`src/rtl/present_pkg.sv`:
```
// Shared PRESENT definitions: S-box, bit permutation, round-key extraction
// and the controller state type.
package present_pkg;

  localparam int unsigned NROUNDS_MAX = 31;

  typedef enum logic [1:0] {
    IDLE,
    RUN,
    DONE
  } state_t;

  function automatic logic [3:0] sbox(input logic [3:0] x);
    logic [3:0] y;
    case (x)
      4'h0: y = 4'hC;
      4'h1: y = 4'h5;
      4'h2: y = 4'h6;
      4'h3: y = 4'hB;
      4'h4: y = 4'h9;
      4'h5: y = 4'h0;
      4'h6: y = 4'hA;
      4'h7: y = 4'hD;
      4'h8: y = 4'h3;
      4'h9: y = 4'hE;
      4'hA: y = 4'hF;
      4'hB: y = 4'h8;
      4'hC: y = 4'h4;
      4'hD: y = 4'h7;
      4'hE: y = 4'h1;
      default: y = 4'h2;
    endcase
    return y;
  endfunction

  function automatic logic [63:0] sbox_layer(input logic [63:0] x);
    logic [63:0] y;
    y = '0;
    for (int unsigned n = 0; n < 16; n++) begin
      y[6'(4 * n) +: 4] = sbox(x[6'(4 * n) +: 4]);
    end
    return y;
  endfunction

  // Bit i moves to position 16*i mod 63; bit 63 stays in place.
  function automatic logic [63:0] player(input logic [63:0] x);
    logic [63:0] y;
    y = '0;
    for (int unsigned i = 0; i < 63; i++) begin
      y[6'((i * 16) % 63)] = x[6'(i)];
    end
    y[63] = x[63];
    return y;
  endfunction

  function automatic logic [63:0] round_key(input logic [127:0] key, input logic k128);
    return k128 ? key[127:64] : key[79:16];
  endfunction

endpackage

```
`src/rtl/present_enc_ctrl_dp.sv`:
```
// Combinational PRESENT leaf datapath: one round of the state and the
// 80/128-bit key schedule steps.
module roundenc
  import present_pkg::*;
(
  input  logic [63:0] i_state,
  input  logic [63:0] i_rkey,
  output logic [63:0] o_state
);
  assign o_state = player(sbox_layer(i_state ^ i_rkey));
endmodule

module keyschedule
  import present_pkg::*;
(
  input  logic [79:0] i_key,
  input  logic [4:0]  i_rnd,
  output logic [79:0] o_key
);
  logic [79:0] w_rot;
  // Rotate left by 61 is the same as rotate right by 19.
  assign w_rot = {i_key[18:0], i_key[79:19]};
  assign o_key = {sbox(w_rot[79:76]), w_rot[75:20], w_rot[19:15] ^ i_rnd, w_rot[14:0]};
endmodule

module keyschedule128
  import present_pkg::*;
(
  input  logic [127:0] i_key,
  input  logic [4:0]   i_rnd,
  output logic [127:0] o_key
);
  logic [127:0] w_rot;
  assign w_rot = {i_key[66:0], i_key[127:67]};
  assign o_key = {sbox(w_rot[127:124]), sbox(w_rot[123:120]), w_rot[119:67],
                  w_rot[66:62] ^ i_rnd, w_rot[61:0]};
endmodule

```
`src/rtl/present_enc_ctrl.sv`:
```
// Iterative PRESENT-80/128 encryption controller: one round per cycle,
// valid/ready job input and ciphertext output.
module present_enc_ctrl
  import present_pkg::*;
#(
  parameter bit          SUPPORT_K128 = 1'b1,
  parameter int unsigned NROUNDS      = NROUNDS_MAX
) (
  input  logic         clk,
  input  logic         rst,
  input  logic         in_valid,
  output logic         in_ready,
  input  logic [63:0]  in_text,
  input  logic [127:0] in_key,
  input  logic         in_k128,
  output logic         out_valid,
  input  logic         out_ready,
  output logic [63:0]  out_text,
  output logic         busy,
  output logic [4:0]   rnd_o
);

  localparam logic [4:0] LP_LAST = 5'(NROUNDS);

  state_t       r_fsm, w_fsm_nxt;
  logic [63:0]  r_state, r_out_text, w_state_nxt, w_rkey;
  logic [127:0] r_key, w_key_nxt, w_key128_nxt;
  logic [79:0]  w_key80_nxt;
  logic [4:0]   r_rnd;
  logic         r_k128, r_out_valid;
  logic         w_accept, w_last, w_load_k128;

  // DONE can hand off directly to the next job, so ready follows out_ready.
  assign in_ready    = ~rst & ((r_fsm == IDLE) | ((r_fsm == DONE) & out_ready));
  assign w_accept    = in_valid & in_ready;
  assign w_last      = (r_rnd == LP_LAST);
  assign w_load_k128 = in_k128 & SUPPORT_K128;

  assign w_rkey = round_key(r_key, r_k128);

  roundenc u_round (
    .i_state (r_state),
    .i_rkey  (w_rkey),
    .o_state (w_state_nxt)
  );

  keyschedule u_ks80 (
    .i_key (r_key[79:0]),
    .i_rnd (r_rnd),
    .o_key (w_key80_nxt)
  );

  generate
    if (SUPPORT_K128) begin : g_k128
      keyschedule128 u_ks128 (
        .i_key (r_key),
        .i_rnd (r_rnd),
        .o_key (w_key128_nxt)
      );
    end else begin : g_no_k128
      assign w_key128_nxt = '0;
    end
  endgenerate

  assign w_key_nxt = r_k128 ? w_key128_nxt : {48'b0, w_key80_nxt};

  always_ff @(posedge clk) begin
    if (rst) r_fsm <= IDLE;
    else     r_fsm <= w_fsm_nxt;
  end

  always_comb begin
    w_fsm_nxt = r_fsm;
    case (r_fsm)
      IDLE: if (w_accept) w_fsm_nxt = RUN;
      RUN:  if (w_last) w_fsm_nxt = DONE;
      DONE: begin
        if (w_accept)       w_fsm_nxt = RUN;
        else if (out_ready) w_fsm_nxt = IDLE;
      end
      default: w_fsm_nxt = IDLE;
    endcase
  end

  always_ff @(posedge clk) begin
    if (rst) begin
      r_state     <= '0;
      r_key       <= '0;
      r_k128      <= 1'b0;
      r_rnd       <= '0;
      r_out_text  <= '0;
      r_out_valid <= 1'b0;
    end else begin
      if ((r_fsm == DONE) && out_ready) r_out_valid <= 1'b0;
      if (w_accept) begin
        r_state <= in_text;
        r_key   <= w_load_k128 ? in_key : {48'b0, in_key[79:0]};
        r_k128  <= w_load_k128;
        r_rnd   <= 5'd1;
      end else if (r_fsm == RUN) begin
        r_state <= w_state_nxt;
        r_key   <= w_key_nxt;
        r_rnd   <= r_rnd + 5'd1;
        // Final whitening uses the key produced by this last schedule step.
        if (w_last) begin
          r_out_text  <= w_state_nxt ^ round_key(w_key_nxt, r_k128);
          r_out_valid <= 1'b1;
        end
      end
    end
  end

  assign out_valid = r_out_valid;
  assign out_text  = r_out_text;
  assign busy      = (r_fsm == RUN);
  assign rnd_o     = r_rnd;

endmodule

```
`config.mk`:
```
export PLATFORM = sky130hd
export DESIGN_NAME = present_enc_ctrl
export DESIGN_NICKNAME = d
export VERILOG_FILES = /design/src/rtl/present_pkg.sv /design/src/rtl/present_enc_ctrl_dp.sv /design/src/rtl/present_enc_ctrl.sv
export SDC_FILE = /design/constraint.sdc
export NUM_CORES = 1
export LEC_CHECK = 0
export CAP_MARGIN = 40
export CORE_UTILIZATION = 29
export CTS_CLUSTER_DIAMETER = 40
export DETAILED_ROUTE_END_ITERATION = 8
export HOLD_SLACK_MARGIN = 0.12
export PLACE_DENSITY = 0.59
export RECOVER_POWER = 100
export SKIP_CTS_REPAIR_TIMING = 1
export SYNTH_ARGS = -nofsm -noshare
export SYNTH_HDL_FRONTEND = slang
export SYNTH_SLANG_ARGS = --single-unit
```
`constraint.sdc`:
```
create_clock -name clk -period 7.42 [get_ports clk]
set_clock_uncertainty 0.1 [all_clocks]
set_input_delay 1.484 -clock clk [delete_from_list [all_inputs] [get_ports clk]]
set_output_delay 1.484 -clock clk [all_outputs]
set_load 0.005 [all_outputs]
```
Yosys cells after proc, flatten, opt, wreduce, memory -nomap -nowiden
Memory sizes are Yosys's and may differ from the RTL's. A register that Yosys moved wholly into a read port is not among the register bits.
Index checks and enable logic that the tools add are counted.
W data, S select, Z words.
{"block": "totals", "register_bits": 265, "latch_bits": 0, "ram_bits": 0, "romBits": 1216, "output_inout_bits": 72, "wordCells": 75, "n_memories": 19}
{"block": "op_classes", "add_sub_neg": 1, "multipliers": 0, "div_mod_pow": 0, "magnitude_cmp": 0, "n_eq_ne": 6, "shift": 0, "mux": 25, "bitwise": 10, "reduce_logical": 6}
{"memory": "(name not given)", "words": 16, "width": 4, "rd": 1, "rd_clocked_by_memory_dff": 1, "write_ports": 0, "line": "present_pkg.sv:15", "rtl": "case (x)"}
{"memory": "(name not given)", "words": 16, "width": 4, "rd": 1, "rd_clocked_by_memory_dff": 1, "write_ports": 0, "line": "present_pkg.sv:15"}
{"memory": "(name not given)", "words": 16, "width": 4, "rd": 1, "rd_clocked_by_memory_dff": 1, "write_ports": 0, "line": "present_pkg.sv:15"}
{"memory": "(name not given)", "words": 16, "width": 4, "rd": 1, "rd_clocked_by_memory_dff": 0, "write_ports": 0, "line": "present_pkg.sv:15"}
{"memory": "(name not given)", "words": 16, "width": 4, "rd": 1, "rd_clocked_by_memory_dff": 0, "write_ports": 0, "line": "present_pkg.sv:15"}
{"memory": "(name not given)", "words": 16, "width": 4, "rd": 1, "rd_clocked_by_memory_dff": 0, "write_ports": 0, "line": "present_pkg.sv:15"}
{"memory": "13 more memories"}
{"op": "$mux W128", "count": 4}
{"op": "$mux W64", "count": 4}
{"op": "$xor A64 B64 Y64", "count": 2}
{"op": "$mux W4", "count": 6}
{"op": "$xor A5 B5 Y5", "count": 2}
{"op": "$mux W2", "count": 4}
{"op": "$mux W1", "count": 6}
{"op": "$pmux W2 S3", "count": 1}
{"op": "$reduce_and A3 Y1", "count": 2}
{"op": "$add A5 B1 Y5 const B", "count": 1}
{"op": "$eq A5 B5 Y1 const B", "count": 1}
{"op": "$and A1 B1 Y1", "count": 3}
{"op": "$ne A3 B3 Y1 const B", "count": 1}
{"op": "$eq A2 B1 Y1 const B", "count": 1}
{"op": "$eq A2 B2 Y1 const B", "count": 1}
{"op": "$logic_not A2 Y1", "count": 1}
{"op": "$ne A2 B1 Y1 const B", "count": 1}
{"op": "$ne A2 B2 Y1 const B", "count": 1}
{"op": "$not A1 Y1", "count": 2}
{"op": "$reduce_bool A2 Y1", "count": 1}
{"op": "$reduce_or A2 Y1", "count": 1}
{"op": "$logic_and A1 B1 Y1", "count": 1}
{"op": "$or A1 B1 Y1", "count": 1}

Longest topological paths before layout
Gate-level depths: netlist of the first run.
{"block": "logic_depth", "depth_word": 8, "depth_mapped": 14, "depth_no_buf": 11}

Cells and area by module
A second synthesis of the first run with hierarchy kept.
{"block": "hier_totals", "hier_cells": 1987, "hier_area_um2": 19473.7}
{"mod": "present_enc_ctrl", "instances": 1, "cells_each": 1409, "area_each_um2": 14332.5, "seq_area_each_um2": 5305.1}
{"mod": "roundenc", "instances": 1, "cells_each": 326, "area_each_um2": 3106.7, "seq_area_each_um2": 0.0}
{"mod": "keyschedule128", "instances": 1, "cells_each": 158, "area_each_um2": 1272.5, "seq_area_each_um2": 0.0}
{"mod": "keyschedule", "instances": 1, "cells_each": 94, "area_each_um2": 762.0, "seq_area_each_um2": 0.0}

Worst setup path before layout of the first run
No wires, ideal clock.
{"block": "synth_timing", "path_type": "input -> register", "startpoint": "in out_ready", "endpoint": "reg, netlist name g_k128.u_ks128.o_key[124]", "setup_ps": 117, "arrival_ps": 3565, "required_ps": 7203, "slack_ps": 3637, "stages": 9, "path_buffers": 1, "path_cell_list": "nand2b_1 a31oi_2 clkbuf_1 a221oi_1 nor2_1 inv_1 ha_1 or3_1 a32o_1"}
{"block": "synth_between", "elab_chain_len": 7, "elab_cells_between_ends": 8, "cone_classes": "mux: 3; bitwise: 4; reduce/logical: 1"}
{"item": "start, declared", "line": "present_enc_ctrl.sv:17", "rtl": "input logic out_ready,"}
{"item": "$and A1 B1 Y1 *", "line": "present_enc_ctrl.sv:34", "rtl": "assign in_ready = ~rst & ((r_fsm == IDLE) | ((r_fsm == DONE) & out_ready));"}
{"item": "$or A1 B1 Y1 *", "line": "present_enc_ctrl.sv:34"}
{"item": "$and A1 B1 Y1 *", "line": "present_enc_ctrl.sv:34"}
{"item": "$and A1 B1 Y1 *", "line": "present_enc_ctrl.sv:35", "rtl": "assign w_accept = in_valid & in_ready;"}
{"item": "$mux W128 / $reduce_bool A2 Y1 (equally long branches)"}
{"item": "$mux W4 (no source line) * (2 in series)"}
Every way passes the cells marked *; elsewhere a longest branch is shown, timed or not.
A chain may end at the register's enable or synchronous reset.

Final worst setup path of the first run
{"block": "layout_timing", "startpoint": "reg r_k128", "endpoint": "reg r_out_text[11] (netlist: out_text[11])"}
{"block": "layout_between", "elab_chain_len": 4, "elab_cells_between_ends": 6, "cone_classes": "mux: 3; bitwise: 2; memory: 1"}
{"item": "start, declared", "line": "present_enc_ctrl.sv:30", "rtl": "logic r_k128, r_out_valid;"}
{"item": "start signal, assigned", "line": "present_enc_ctrl.sv:98", "rtl": "r_k128 <= w_load_k128;"}
{"item": "$mux W64", "line": "present_pkg.sv:57", "rtl": "return k128 ? key[127:64] : key[79:16];"}
{"item": "$xor A64 B64 Y64", "line": "present_enc_ctrl_dp.sv:10", "rtl": "assign o_state = player(sbox_layer(i_state ^ i_rkey));"}
{"item": "$mem_v2 Z16 W4"}
{"item": "$xor A64 B64 Y64 *", "line": "present_enc_ctrl.sv:106", "rtl": "r_out_text <= w_state_nxt ^ round_key(w_key_nxt, r_k128);"}
{"item": "end signal, assigned", "line": "present_enc_ctrl.sv:106"}
{"item": "end, declared", "line": "present_enc_ctrl.sv:26", "rtl": "logic [63:0] r_state, r_out_text, w_state_nxt, w_rkey;"}
Marked as above.

==> metrics.md, run 1 <==
| Metric | Value |
|---|---|
| Sink Count | 277 |
| Worst skew pair latency | 0.58 ns |
| Synth warn | 0 |
| Multi-input gate area | just over 10000 um^2 |
| Pleak | 0.00797 uW |
| CTS Buf Count | 47 |
| Main synth FF type | dfxtp_1 |
| Inst Count DP | 2737 |
| Most common cell on crit path | mux2i_1 |
| Initial DRC Count | 1880 |
| CP Launch Type | flop |
| Die Height | between 200 and 250 um |
| Outcome | finished, violations left |
| First-pass GRT wire length | 102 mm |
| Syn Nets | 2112 |
| Pre-Repair DR Iteration Count | 6 |
| Minimum clock period | around 5.5 ns |
| Crit. End Element | flop |
| Max IR drop VDD | 138 uV |
| IO buf count | approximately 270 |
| Setup CP Type | reg -> reg |
| Synth Instances | around 1.8k |
| Asr flop ratio synth | 0 |
| GRT overflow | 0 |
| Crit-path max cell delay | approximately 2.1 ns |
| Routed vias | around 16k |
| Setup violators final | 0 |
| Biggest area consumer among synthesized cells | dfxtp_1 |
| Met1 Use GR | 0.327 |
| Largest net degree at the start of global routing | roughly 120 |
| Non-filler instance count after layout | approximately 2.8k |
| Routed len/inst | about 26 um |
| Reg2Reg Launch Point | r_k128$_SDFFE_PP0P_ |
| Max capacitance violation total | 4 |
| Met3 usage | 0.0485 |
| Register area share after synthesis | 0.335 |
| Slowest-stage cell, CP | dfxtp_1 |
| Final Hold Fails | 0 |
| Initial Utilization | 0.293 |
| Vias/cell | 5.56 |
| EDFF count, synth | 0 |
| Layer with the highest usage | met2 |
| # fillers | 5803 |
| Antenna-violating nets left | 0 |
| Seq. cell area | approximately 5500 um^2 |
| CTS max path bufs | 3 |
| Clock Tree Root | clkbuf_16 |
| GPL Wtd Cong | 0.930 |
| Power per cell area | 272 nW/um^2 |
| WP data required | between 7 and 8 ns |
| Mapped Avg Cell Area | 9.02 um^2 |
| Setup TNS | 0 ns |
| Htree depth | 2 |
| Synth Cell Area | ~17000 um^2 |
| Yosys cell types | 63 |
| Crit path launch | r_k128$_SDFFE_PP0P_ |
| Period utilization | 0.745 |
| Core ar. | 56400 um^2 |
| Rel. slew slack | -1.16 |
| I/O Pins | 269 |
| Crit-path cells | buf_12 > mux2i_1 > xnor2_1 > ha_1 > mux2i_1 > xor2_1 > nor4_1 > a311o_1 |
| DP HPWL | 54.4 mm |
| RSZ-0062 raised after global routing | false |
| GRT Total Usage | 0.243 |
| F_max | 0.181 GHz |
| Yosys reg bits | 277 |
| CTS clk-pin slew, worst paths | 0.06 ns |
| Vias in the first global route | 15.0k |
| Initial antenna violation count | 1 |
| Nets | between 2k and 2.5k |
| Core Util, Final | 0.377 |
| FP Rows | 87 |
| Failing checks | capacitance limit, slew limit |
| Top cells by area, synth | dfxtp_1 (34%), mux2i_1 (13%), ha_1 (6.1%) |
| Slew @ Worst Pin | ~3.2 ns |
| Met2 usage | 0.372 |
| HP Start | out_text[17]$_SDFFE_PP0P_ |
| CP arrival | 5.89 ns |
| Die W | 241 um |
| Synth-to-Final Area Change | 28.6% |
| Worst hold-check path type | reg -> reg |
| Post-synth top area share | 0.335 |
| Final Max Tran Viols | 229 |
| Ant. Diodes | 0 |
| Drt drc | 0 |
| CTS tree | done |
| Crit-path max FO | 116 |
| Full die area | 58000 um^2 |
| DRT Wirelength | ~72 mm |
| Layout cells sized above 1 | 0.0789 |
==> state kept, by name (all words and copies together) (netlist names) <==
register              cells
u_ks80.o_key              4
g_k128.u_ks128.o_key      8
r_k128                    1
rnd_o                     5
r_state                  64
r_key                   128
out_text                 64
r_fsm                     2
out_valid                 1
==> path summary, 6_finish.rpt <==
kind,end,cells past startpoint,slack (ns)
max,out_text[11]$_SDFFE_PP0P_,8,1.89
min,out_text[17]$_SDFFE_PP0P_,2,0.35
max reg2reg,out_text[11]$_SDFFE_PP0P_,8,1.89
min reg2reg,out_text[17]$_SDFFE_PP0P_,2,0.35
==> cell usage after synthesis, types with 3 or more instances <==
| master | number |
|---|---|
| and4_1 | 8 |
| nand2b_1 | 7 |
| xor2_1 | 45 |
| xnor2_2 | 25 |
| nor3_1 | 48 |
| nand3_1 | 16 |
| mux2_2 | 6 |
| o211ai_1 | 4 |
| mux4_2 | 16 |
| buf_1 | 22 |
| o211a_1 | 3 |
| a21oi_1 | 126 |
| or4_1 | 3 |
| nand2_1 | 116 |
| a22oi_1 | 76 |
| buf_12 | 3 |
| o21ai_0 | 54 |
| a311o_1 | 8 |
| buf_2 | 17 |
| mux2i_2 | 3 |
| xnor2_1 | 77 |
| a32o_1 | 3 |
| and2_1 | 26 |
| dfxtp_1 | 277 |
| clkbuf_1 | 92 |
| inv_1 | 57 |
| nand4_1 | 7 |
| ha_1 | 81 |
| o22ai_1 | 4 |
| buf_6 | 4 |
| nor4_1 | 8 |
| nor2_1 | 215 |
| a31oi_1 | 8 |
| mux2i_1 | 223 |
| a211oi_1 | 6 |
| a221oi_1 | 102 |
==> worst max-delay path: cells and delay by family (launching register included) <==
family / cells / cell delay, ns
fa+ha+maj: 1 / 0.33
simple gates: 1 / 0.13
compound gates: 1 / 0.44
xor+xnor: 2 / 0.88
mux: 2 / 0.63
buf+inv: 1 / 0.65
flops: 1 / 2.14
==> per-stage QoR <==
step / hold slack [ns] / area (um^2) / power [uW] / worst slack, ns
after global placement: 0.343 / 19700 / 3590 / 2.52
final: 0.347 / 21300 / 5790 / 1.89
after CTS: 0.350 / 21300 / 5770 / 2.88
after global routing: 0.363 / 21300 / 5990 / 1.50
after floorplan: 0.348 / 16500 / 2930 / 3.64
after detailed placement: 0.345 / 19800 / 3650 / 2.46
==> cells in the final DEF, fill, tap and decap left out, drive strengths merged, types with 3 or more instances in the layout <==
cell type      instances
ha                    81
and2                  27
buf                   18
dlygate4sd3           70
o211a                  3
clkdlybuf4s50        197
nand2                116
nand4                  7
nor4                   8
nand3                 16
mux4                  16
a311o                  8
mux2                   6
nor3                  49
o21ai                 54
a21oi                128
nand2b                 7
a32o                   3
clkinvlp               7
a22oi                 76
mux2i                228
o22ai                  4
xor2                  46
dfxtp                277
and4                   8
or4                    3
clkinv                12
o211ai                 4
a31oi                  9
nor2                 216
a211oi                 6
inv                   62
a221oi               102
xnor2                102
clkbuf                65
==> cell type report <==
type | count | area share
well taps | 756 | 0.0445
clock buffers | 61 | 0.0631
clock inverters | 23 | 0.00889
multi-input cells | 1357 | 0.476
repair buffers | 289 | 0.137
flip-flops and latches | 277 | 0.261
inverters | 59 | 0.0104
==> layer usage <==
metal  vias up  routed length (um)
met5         -                   0
met1      7632               30400
met2       894               31600
met4         0                3540
li1       6994                   -
met3       160                6840
==> power by group <==
group          switching (uW)  leakage (uW)  internal [uW]
combinational            1150       0.00497            752
clock                     811      0.000737           1310
sequential                154       0.00226           1610
total                    2120       0.00797           3670
==> logic make-up after synthesis <==
group                      synth area share
and+or+nand+nor                       0.123
muxes                                 0.166
xor gates and xnor gates             0.0902
adders and majority gates            0.0613
AOI/OAI and AO/OA                     0.172
DFF                                   0.335
buffers and inverters                0.0526
Power figures use the tool's default switching activity.
==> inputs of run 2 (changes only) <==
PLACE_DENSITY = 0.6   (was 0.59)
clock period = 4.75 ns   (was 7.42 ns; I/O delays follow)
==> run 2 against run 1 <==
Final cell count rose by 0.43%. Critical path depth rose by 2. First-iteration DRC count rose by 0.32%. The flow still finishes with violations (capacitance limit, slew limit). Worst hold slack got worse by 0.0011 ns. Die area did not move. Utilization rose by 0.080 points. Clock power rose by 60%. Non-clock buffer count rose by 8. Sequential share of layout area barely moved.
==> metrics.md, run 2 (synthesis gave the netlist of run 1 again) <==
| Metric | Value |
|---|---|
| Worst skew pair latency | 0.59 ns (about the same) |
| CTS clk-pin slew, worst paths | 0.06 ns (about the same) |
| Seq. cell area | 5550 um^2 (about the same) |
| CP arrival | 4.52 ns (-1.37 ns) |
| Initial antenna violation count | 1 (unchanged) |
| Ant. Diodes | 0 (unchanged) |
| Initial Utilization | 0.293 (unchanged) |
| Power per cell area | 429 nW/um^2 (+57%) |
| Failing checks | capacitance limit, slew limit |
| Largest net degree at the start of global routing | 75 (-36%) |
| FF-to-FF path depth | 10 (+2) |
| Nets | 2318 (+0.39%) |
| # fillers | 5698 (-1.8%) |
| Crit. End Element | flop |
| GPL Wtd Cong | 0.957 (+3.0%) |
| Vias/cell | 5.49 (-1.2%) |
| Switching power share of the total | 0.374 (+0.00884) |
| Max IR drop VDD | 238 uV (+72%) |
| FP Rows | 87 (unchanged) |
| First-pass GRT wire length | 103 mm (+0.49%) |
| GRT overflow | 0 (unchanged) |
| Antenna-violating nets left | 0 (unchanged) |
| Flop2flop setup slack | 0.65 ns (-1.24 ns) |
| Routed len/inst | 25.7 um (+0.12%) |
| CP Launch Type | flop |
| Number of flip-flops in the largest register | 128 (unchanged) |
| Reg2Reg Launch Point | r_fsm[1]$_SDFFE_PP0P_ |
| Most common cell after layout, fill and taps aside | dfxtp_1 |
| Pleak | 0.00801 uW (+0.53%) |
| Clock Tree Root | clkbuf_16 |
| Drt drc | 0 (unchanged) |
| Setup TNS | 0 ns (unchanged) |
| Die Height | 241 um (unchanged) |
| I/O Pins | 269 (unchanged) |
| Pre-Repair DR Iteration Count | 5 (-1) |
| Most frequent cells in the layout | dfxtp_1 (276), mux2i_1 (225), nor2_1 (214) |
| Crit-path max FO | 59 (-49%) |
| Core ar. | 56400 um^2 (unchanged) |
| Outcome | finished, violations left |
| Clock Power Share | 0.372 (+0.005) |
| Routed vias | 15.6k (-0.75%) |
| Core Util, Final | 0.378 (+0.000799) |
| Htree depth | 2 (unchanged) |
| Rel. slew slack | -0.214 (+0.950) |
| DP HPWL | 54.8 mm (+0.76%) |
| Sequential share of power | 0.302 (-0.003) |
| CTS max path bufs | 3 (unchanged) |
| Synth-to-Final Area Change | 28.8% |
| R2r endpoint | g_k128.u_ks128.o_key[125]$_DFF_P_ |
| Sink Count | 277 (unchanged) |
| CTS Buf Count | 48 (+2.1%) |
| Setup violators final | 0 (unchanged) |
| Full die area | 58000 um^2 (unchanged) |
| Vias in the first global route | 14.9k (-0.64%) |
| Setup CP Type | reg -> reg |
| Biggest register | r_key |
| WP data required | 5.16 ns (-2.62 ns) |
| Final Max Tran Viols | 108 (-53%) |
| CTS tree | done |
| Int Pwr | 5710 uW (+55%) |
| Max capacitance violation total | 2 (-2) |
| Power share of the combinational group | 0.326 (-0.003) |
| Period utilization | 0.864 (+0.118) |
| RSZ-0062 raised after global routing | false |
| Multi-input gate area | 10100 um^2 (-0.16%) |
| Initial DRC Count | 1886 (+0.32%) |
| Minimum clock period | 4.10 ns (-1.43 ns) |
| Total Power | 9130 uW (+58%) |
| DRT Wirelength | 72.8 mm (+0.55%) |
| GRT Total Usage | 0.245 (+0.00216) |
| Slew @ Worst Pin | 1.82 ns (-1.42 ns) |
| Worst hold-check path type | reg -> reg |
| Switching power | 3420 uW (+61%) |
| Critical Path End | g_k128.u_ks128.o_key[125]$_DFF_P_ |
| IO buf count | 268 (unchanged) |
| Crit path launch | r_fsm[1]$_SDFFE_PP0P_ |
| Final Hold Fails | 0 (unchanged) |
| Layout cells sized above 1 | 0.0852 (+0.00628) |
| Die W | 241 um (unchanged) |
| F_max | 0.244 GHz (+35%) |
-- run 2: changes by cell type in the layout (fill, tap and decap cells not counted), moves of 4 or more --
cell / change
clkbuf_8: -4
clkinv_4: -4
inv_6: +7
buf_4: +8
inv_8: +5
-- run 2: how the worst min path moves through the flow --
stage                                         start                         to  slack (ns)  cells after the start
after detailed placement  out_text[31]$_SDFFE_PP0P_  out_text[31]$_SDFFE_PP0P_        0.35                      2
final                     out_text[31]$_SDFFE_PP0P_  out_text[31]$_SDFFE_PP0P_        0.35                      2
after floorplan           out_text[31]$_SDFFE_PP0P_  out_text[31]$_SDFFE_PP0P_        0.35                      2
after CTS                 out_text[31]$_SDFFE_PP0P_  out_text[31]$_SDFFE_PP0P_        0.35                      2
after global placement    out_text[16]$_SDFFE_PP0P_  out_text[16]$_SDFFE_PP0P_        0.34                      2
after global routing      out_text[31]$_SDFFE_PP0P_  out_text[31]$_SDFFE_PP0P_        0.37                      2
-- run 2: layer usage --
metal  up-vias  part of all wire  GRT usage
met3       171             0.095     0.0570
met1      7499              0.42      0.331
met2       880              0.43      0.367
li1       7012                 -          -
met5         -                 0          0
met4         0             0.054      0.120
-- run 2: through the flow --
step / setup WS (ns) / hold WS (ns) / instances / instance area (um^2)
after CTS: 1.07 / 0.352 / 2834 / 21400
after global placement: 0.805 / 0.343 / 2745 / 19800
final: 0.648 / 0.346 / 2834 / 21300
after detailed placement: 0.743 / 0.348 / 2746 / 19800
after global routing: 0.485 / 0.374 / 2834 / 21300
after floorplan: 1.50 / 0.348 / 1834 / 16500
-- run 2: final cells by class --
class                   count  area share
flip-flops and latches    277       0.260
inverters                  59      0.0104
clock inverters            33      0.0133
multi-input cells        1357       0.474
well taps                 756      0.0444
repair buffers            297       0.138
clock buffers              55      0.0600
-- run 2: power by group through the flow --
stage / Sequential (uW) / Combinational [uW] / Clock [uW]
2_1_floorplan: 2680 / 1900 / 0
3_3_place_gp: 2800 / 2860 / 0
3_5_place_dp: 2800 / 2920 / 0
4_1_cts: 2750 / 2940 / 3430
5_1_grt: 2770 / 3160 / 3530
6_report: 2760 / 2970 / 3400
-- run 2: worst max-delay path, stage by stage, from the launching register on --
cell	delay [ns]
dfxtp_1	0.45
nand2b_2	0.18
buf_4	0.37
clkbuf_2	1.20
nor2_1	0.21
a221oi_1	0.50
nor2_1	0.20
ha_1	0.28
a21boi_0	0.13
a21oi_1	0.22
a22o_1	0.15
==> inputs of run 3 (changes only) <==
PLACE_DENSITY = 0.59   (was 0.6)
SKIP_LAST_GASP = 1   (was unset)
clock period = 3.84 ns   (was 4.75 ns; I/O delays follow)
==> run 3 against run 2 <==
The flow now finishes without violations. Combinational power increased by 26%. Critical path depth shrank 2. Worst setup slack worse by 0.27 ns. Die area stayed put. Total power rose by 33%. Wire length fell by 0.13%. Worst hold slack got worse by 0.052 ns. Critical endpoint is now g_k128.u_ks128.o_key[127]$_DFF_P_.
==> metrics.md, run 3 (synthesis gave the netlist of run 1 again) <==
| Metric | Value |
|---|---|
| Outcome | finished, final reports clean |
| Routed vias | 15.6k (+0.30%) |
| Most common cell after layout, fill and taps aside | dfxtp_1 |
| Rel. slew slack | 0.284 (+0.498) |
| CP arrival | 3.87 ns (-0.65 ns) |
| Initial Utilization | 0.293 (unchanged) |
| Worst skew pair latency | 0.60 ns (about the same) |
| Period utilization | 0.902 |
| Worst hold-check path type | in -> reg |
| Met2 usage | 0.376 (+0.00969) |
| Nets | 2346 (+1.2%) |
| Sink Count | 277 (unchanged) |
| GPL Wtd Cong | 0.956 (-0.16%) |
| Minimum clock period | 3.46 ns |
| Crit. End Element | flop |
| Vias in the first global route | 14.8k (-1.2%) |
| Biggest register | r_key |
| Antenna-violating nets left | 0 (unchanged) |
| GRT Total Usage | 0.243 (-0.00196) |
| Initial DRC Count | 1911 (+1.3%) |
| Initial antenna violation count | 0 (-1) |
| Dpl ws | 0.241 ns (-0.502 ns) |
| CP Launch Type | input port |
| IO buf count | 268 (unchanged) |
| Drt drc | 0 (unchanged) |
| CTS clk-pin slew, worst paths | 0.05 ns (about the same) |
| Met3 usage | 0.0409 (-0.0160) |
| Routed len/inst | 25.3 um (-1.3%) |
| Crit-path max cell delay | 0.68 ns (-0.52 ns) |
| Final Max Tran Viols | 0 (-100%) |
| Full die area | 58000 um^2 (unchanged) |
| Met1 Use GR | 0.334 (+0.00384) |
| Power per cell area | 555 nW/um^2 (+29%) |
| Vias/cell | 5.44 (-0.92%) |
| Die Height | 241 um (unchanged) |
| Slew @ Worst Pin | 1.07 ns (-0.748 ns) |
| CTS max path bufs | 3 (unchanged) |
| CTS Buf Count | 53 (+10%) |
| Setup violators final | 0 (unchanged) |
| Synth-to-Final Area Change | 32.3% |
| Clock Tree Root | clkbuf_16 |
| Crit-path max FO | 15 (-75%) |
| DRT Wirelength | 72.7 mm (-0.13%) |
| Number of flip-flops in the largest register | 128 (unchanged) |
| Fin worst setup slack | 0.376 ns (-0.272 ns) |
| Layout cells sized above 1 | 0.0980 (+0.0128) |
| F_max | 0.289 GHz |
| Die W | 241 um (unchanged) |
| Layer with the highest usage | met2 |
| First-pass GRT wire length | 102 mm (-0.79%) |
| DP HPWL | 55.2 mm (+0.82%) |
| # fillers | 5724 (+0.46%) |
| Max capacitance violation total | 0 (-2) |
| Setup TNS | 0 ns (unchanged) |
| Max IR drop VDD | 311 uV (+31%) |
| Pleak | 0.00827 uW (+3.2%) |
| WP data required | 4.24 ns (-0.92 ns) |
| Htree depth | 2 (unchanged) |
| CTS tree | done |
| GRT overflow | 0 (unchanged) |
| Slowest-stage cell, CP | clkbuf_1 |
| Core ar. | 56400 um^2 (unchanged) |
| Largest net degree at the start of global routing | 152 (+100%) |
| Most frequent cells in the layout | dfxtp_1 (276), mux2i_1 (224), nor2_1 (214) |
| Pre-Repair DR Iteration Count | 6 (+1) |
| Setup CP Type | in -> reg |
| RSZ-0062 raised after global routing | false |
| Final Hold Fails | 0 (unchanged) |
| Crit-path cells | dlygate4sd3_1 > nand2b_1 > a31oi_4 > clkbuf_1 > nand2_1 > a21oi_2 > mux2_2 > o22ai_1 |
| FP Rows | 87 (unchanged) |
| I/O Pins | 269 (unchanged) |
==> run 3: changes by cell type in the layout (fill, tap and decap cells not counted), sizes merged <==
cell           change
clkinv             -1
clkbuf            +17
clkdlybuf4s50      -1
dlygate4sd3        +1
clkinvlp           +1
inv                -1
buf               +12
diode              +1
bufinv             +6
==> run 3: layout make-up <==
class,instances,area [um^2],area share
well taps,756,946,0.0433
flip-flops and latches,277,5550,0.254
diodes,1,2.50,0.000114
clock inverters,38,462,0.0211
multi-input cells,1357,10100,0.463
inverters,59,221,0.0101
clock buffers,61,1450,0.0663
repair buffers,320,3110,0.142
==> run 3: critical path: cells and delay by family <==
kind	cells	cell delay (ns)
AO/OA/AOI/OAI	3	0.97
AND/OR/NAND/NOR	2	0.48
multiplexers	1	0.38
buffers and inverters	2	1.25
==> run 3: metrics by stage <==
stage | instances | cell area (um^2) | util | hold WS [ns] | total power, uW
after CTS | 2868 | 21900 | 0.389 | 0.277 | 12100
after global routing | 2868 | 21900 | 0.388 | 0.292 | 12500
after global placement | 2769 | 20000 | 0.355 | 0.344 | 7050
after floorplan | 1834 | 16500 | - | 0.348 | 5670
final | 2869 | 21900 | 0.388 | 0.294 | 12100
after detailed placement | 2769 | 20000 | 0.355 | 0.346 | 7130
==> run 3: metal layers <==
metal	up-vias	routed length, um
li1	7068	-
met1	7538	31200
met2	855	31900
met3	148	6520
met4	0	2990
met5	-	0
==> run 3: report_power, final <==
part	total [uW]	switching (uW)	internal [uW]
clock network	5000	1780	3220
registers	3400	284	3110
logic	3730	2270	1470
total	12100	4330	7800
==> run 3: final timing paths <==
check / startpoint / to / slack [ns] / depth (start not counted)
max: out_ready / g_k128.u_ks128.o_key[127]$_DFF_P_ / 0.38 / 8
min: rst / r_fsm[0]$_SDFFE_PP0P_ / 0.29 / 2
max reg2reg: r_fsm[1]$_SDFFE_PP0P_ / u_ks80.o_key[79]$_DFF_P_ / 0.39 / 8
min reg2reg: out_text[23]$_SDFFE_PP0P_ / out_text[23]$_SDFFE_PP0P_ / 0.35 / 2
